File: src/rtl/nios2_gain_update_sequencer.sv
// Turns a commit edge on the CPU update-control word into a click-free gain ramp,
// stepping gain_out by at most STEP per sample_strobe and reporting {done, busy}.
//
// state | meaning
// IDLE  | waiting for a commit edge (or one latched while in DONE)
// RAMP  | stepping gain_out toward target on each sample_strobe
// DONE  | one-cycle completion, sets done_flag
module nios2_gain_update_sequencer #(
    parameter int                GAIN_W     = 8,
    parameter int                STEP       = 1,
    parameter logic [GAIN_W-1:0] RESET_GAIN = 8'h80
) (
    input  logic              clk,
    input  logic              reset_n,
    input  logic [GAIN_W:0]   update_ctrl,
    input  logic              sample_strobe,
    output logic [GAIN_W-1:0] gain_out,
    output logic              gain_load,
    output logic [1:0]        status
);

    typedef enum logic [1:0] {IDLE, RAMP, DONE} state_t;

    localparam logic [GAIN_W:0]   STEP_V = (GAIN_W+1)'(STEP);
    localparam logic [GAIN_W-1:0] STEP_G = GAIN_W'(STEP);

    state_t            state_q, state_d;
    logic [GAIN_W-1:0] gain_q, gain_d;
    logic [GAIN_W-1:0] target_q, target_d;
    logic              commit_prev_q;
    logic              pend_q, pend_d;
    logic              gain_load_q, gain_load_d;
    logic              done_q, done_d;

    logic              req;
    logic [GAIN_W-1:0] new_tgt;
    logic [GAIN_W:0]   diff;
    logic              up;
    logic [GAIN_W-1:0] stepped;
    logic [GAIN_W-1:0] post_gain;

    always_comb begin
        req     = update_ctrl[GAIN_W] & ~commit_prev_q;
        new_tgt = update_ctrl[GAIN_W-1:0];

        up = (target_q >= gain_q);
        if (up) begin
            diff = {1'b0, target_q} - {1'b0, gain_q};
        end else begin
            diff = {1'b0, gain_q} - {1'b0, target_q};
        end
        // Clamping to target when within STEP keeps the add/subtract from wrapping.
        if (diff <= STEP_V) begin
            stepped = target_q;
        end else if (up) begin
            stepped = gain_q + STEP_G;
        end else begin
            stepped = gain_q - STEP_G;
        end
        post_gain = sample_strobe ? stepped : gain_q;

        state_d     = state_q;
        gain_d      = gain_q;
        target_d    = req ? new_tgt : target_q;
        done_d      = req ? 1'b0 : done_q;
        pend_d      = 1'b0;
        gain_load_d = 1'b0;

        case (state_q)
            IDLE: begin
                if (req || pend_q) begin
                    state_d = (target_d == gain_q) ? DONE : RAMP;
                end
            end
            RAMP: begin
                if (sample_strobe) begin
                    gain_d      = stepped;
                    gain_load_d = 1'b1;
                end
                // A same-cycle retarget is judged against the post-step gain.
                if (req) begin
                    state_d = (new_tgt == post_gain) ? DONE : RAMP;
                end else if (post_gain == target_q) begin
                    state_d = DONE;
                end
            end
            DONE: begin
                state_d = IDLE;
                done_d  = ~req;
                pend_d  = req;
            end
            default: state_d = IDLE;
        endcase
    end

    always_ff @(posedge clk or negedge reset_n) begin
        if (!reset_n) begin
            state_q       <= IDLE;
            gain_q        <= RESET_GAIN;
            target_q      <= RESET_GAIN;
            commit_prev_q <= 1'b0;
            pend_q        <= 1'b0;
            gain_load_q   <= 1'b0;
            done_q        <= 1'b0;
        end else begin
            state_q       <= state_d;
            gain_q        <= gain_d;
            target_q      <= target_d;
            commit_prev_q <= update_ctrl[GAIN_W];
            pend_q        <= pend_d;
            gain_load_q   <= gain_load_d;
            done_q        <= done_d;
        end
    end

    assign gain_out  = gain_q;
    assign gain_load = gain_load_q;
    assign status    = {done_q, (state_q == RAMP)};

endmodule

File: config.mk
export PLATFORM = sky130hd
export DESIGN_NAME = nios2_gain_update_sequencer
export DESIGN_NICKNAME = d
export VERILOG_FILES = /design/src/rtl/nios2_gain_update_sequencer.sv
export SDC_FILE = /design/constraint.sdc
export NUM_CORES = 1
export LEC_CHECK = 0
export CAP_MARGIN = 20
export CORE_UTILIZATION = 53
export CTS_CLUSTER_SIZE = 16
export DETAILED_ROUTE_END_ITERATION = 6
export PLACE_DENSITY = 0.73
export SLEW_MARGIN = 0
export SYNTH_ARGS = -nofsm -noshare
export SYNTH_HDL_FRONTEND = slang
export SYNTH_SLANG_ARGS = --single-unit
File: constraint.sdc
create_clock -name clk -period 4.7 [get_ports clk]
set_input_delay 0.94 -clock clk [delete_from_list [all_inputs] [get_ports clk]]
set_output_delay 0.94 -clock clk [all_outputs]
set_load 0.01 [all_outputs]
==> flow_summary.json <==
{
  "status": "completed",
  "clk_path_buf_depth": 2,
  "switching_power_mw": 1.33,
  "clk_pin_slew_ps": 90,
  "synthAdderAreaFrac_pct": 12.3,
  "synth-async-reset-ratio_pct": 100,
  "synth_area_leaders": "dfrtp_1 18%, ha_1 10%, xnor2_1 6.7%",
  "initial_core_util_pct": 56.3,
  "synth_top_family_by_area": "compound AO/OA/AOI/OAI gates",
  "syn-cell-area_um2": 2730,
  "p_int_mw": 1.26,
  "io-pin-count": 23,
  "timing_hold_violations_final": 0,
  "synth_top_area_share_pct": 18.3,
  "vias": 2644,
  "place_ws_ps": 214,
  "crit_path_end": "state_q[0]",
  "viasPerCell": 5.98,
  "fmax_mhz": 229,
  "gr-total-overflow": 0,
  "nets": 413,
  "setup_tns_ps": 0,
  "r2r_cells": 19,
  "numCtsBuffers": 3,
  "synth_xor_area_share_pct": 10.6,
  "worst_slack_ps": 336,
  "switching_share_pct": 51.4,
  "grt_max_degree": 23,
  "synth.most_common_cell": "nand2_1",
  "worst_slew_pin_slew_ps": 864,
  "slew_viol_final": 0,
  "setup_viol": 0,
  "yosys.area_share.simple_pct": 21.6,
  "cts-root-buf": "clkbuf_8",
  "p_clk_share_pct": 5.4,
  "routed_wl_mm": 7.40,
  "num_antenna_cells": 0,
  "required_ps": 4840,
  "r2r_start": "gain_out[7]",
  "fin_crit_ps": 4360,
  "synth_compound_area_share_pct": 25.1,
  "period_share_pct": 92.8,
  "rsz0062_at_grt": "no",
  "synth_edf_count": 0,
  "dieHeight_um": 73.8,
  "worstSetupStartpointType": "flip-flop",
  "ys_warn_count": 0,
  "ys_seq_elements": 22,
  "slew-limit-headroom_pct": 42.3,
  "dr.first_iter.drc_count": 176,
  "crit_arrival_ps": 4510,
  "syn_area_per_cell_um2": 7.73,
  "wire_per_inst_um": 16.7,
  "postRouteAntennaNets": 0,
  "fill_cells": 422,
  "grt_antenna_before_repair": 0,
  "synth-main-ff-cell": "dfrtp_1",
  "grt_pass1_vias": 2405,
  "grt_use_total_pct": 28.9,
  "hold_buffers": 0,
  "clock-sinks": 22,
  "reg2reg_to": "state_q[0]",
  "worstSetupPathType": "flip-flop to flip-flop",
  "end_kind": "flip-flop",
  "dpl-instance-area_um2": 3010,
  "synth_cell_types": 61,
  "syn_to_final_growth_pct": 14.5,
  "yosysSeqAreaShare_pct": 20.3,
  "place_congestion": 0.935,
  "io_buffers": 22,
  "cts_tree": "done",
  "placementRows": 25,
  "synthCells": 353,
  "synthMuxAreaShare_pct": 3.12,
  "clock_latency_ps": 270,
  "firstDrtPassIters": 5,
  "regToRegSetupSlack_ps": 340,
  "skew_ps": 7.05,
  "powerDensity_nw_per_um2": 831,
  "cts.htree.levels": 1,
  "die_area_um2": 5440,
  "hp-start": "done_q",
  "final_cell_area_um2": 3130,
  "die_w_um": 73.8,
  "peakVddDrop_uv": 649,
  "min_path_type": "flip-flop to flip-flop",
  "cap_violations": 0,
  "core_um2": 4850,
  "synth_common_cells": "36 x nand2_1, 30 x nor2_1, 30 x o21ai_0, 27 x a21oi_1, 26 x inv_1",
  "holdWs_ps": 514,
  "hpwl_mm": 5.81,
  "drcViolationCount": 0,
  "drive_gt1_share_pct": 10.4,
  "hold_path_depth": 2,
  "seqPwrFrac_pct": 12.4,
  "grt_pass1_wl_mm": 11.7,
  "leakage_nw": 1.34,
  "syn_nets": 390,
  "power_frac_comb_pct": 82.3,
  "critPathMaxFanout": 11,
  "startpoint": "gain_out[7]",
  "synth_top_area_cell": "dfrtp_1"
}
## power groups by stage
stage / combinational, mW / clock [mW] / sequential (mW)
final: 2.14 / 0.139 / 0.321
after global routing: 2.35 / 0.149 / 0.330
after CTS: 2.05 / 0.142 / 0.320
after detailed placement: 2.04 / 0 / 0.324
after global placement: 2.01 / 0 / 0.320
after floorplan: 1.56 / 0 / 0.336
## cell type report
cell class,instances,area [um2],area share (%)
clock buffer,4,55.1,1.76
sequential,22,553,17.7
tap,67,83.8,2.68
multi-input combinational,287,2000,64.1
inverter,26,97.6,3.12
timing repair buffer,36,333,10.6
## worst min path at each step
| stage | end | slack [ps] |
|---|---|---|
| floorplan | state_q[0] | 460 |
| finish | done_q | 510 |
| detailed placement | done_q | 500 |
| global placement | done_q | 490 |
| CTS | done_q | 520 |
| global route | done_q | 540 |
## routing by layer
metal,vias to the layer above,share of wire (%),global-route usage (%)
li1,1306,-,-
met4,0,3.1,11.3
met5,-,0,0
met2,106,44,44.3
met1,1216,45,41.3
met3,16,7.3,3.43
## worst max-delay path, stage by stage (launching register included)
cell      delay, ps
dfstp_2         620
inv_1           110
ha_2            430
nand2_1          70
nor2_1          190
a221oi_1        110
o21a_2          200
fa_1            430
a21o_1          180
a21oi_1         220
o21bai_1         90
a21oi_1         180
xnor2_1         180
inv_1           120
o32a_1          290
o211ai_1        190
xnor2_1         140
and4_1          200
a41o_1          180
a31oi_1         100
## logic make-up after synthesis
kind of cell,count (synthesis)
AO/OA/AOI/OAI,102
XOR/XNOR,33
adder cells (fa/ha/maj),25
buffers and inverters,44
flip-flops,22
multiplexers,8
AND/OR/NAND/NOR,119
## sequential cells by signal, indices dropped and copies added (netlist names)
signal         count
gain_load          1
gain_out           8
commit_prev_q      1
state_q            2
pend_q             1
done_q             1
target_q           8
## stage by stage
stage | util, % | cells | total power, mW
floorplan | - | 353 | 1.89
global placement | 62.1 | 434 | 2.33
detailed placement | 62.1 | 434 | 2.37
CTS | 63.3 | 438 | 2.51
global route | 64.5 | 442 | 2.83
finish | 64.5 | 442 | 2.60
## placed cells by master (no fill, tap or decap), drive strengths merged, types with 3 or more instances in the layout
cell            n
nand2          36
o21ai          32
nor2           30
a21oi          28
inv            26
clkdlybuf4s50  22
ha             22
xnor2          21
dfrtp          20
buf            14
nand3          13
xor2           12
mux2i           7
nor3            7
nand2b          6
nor2b           6
a211oi          6
nand4           4
clkbuf          4
nor4            4
o2111ai         3
a21o            3
o21bai          3
o311ai          3
fa              3
a31oi           3
## repair_timing
action	in CTS	in global routing
setup buffers	0	3
gates resized for setup	0	4
setup endpoints to repair	0	2
No activity file was read; power rests on OpenSTA's default activity.
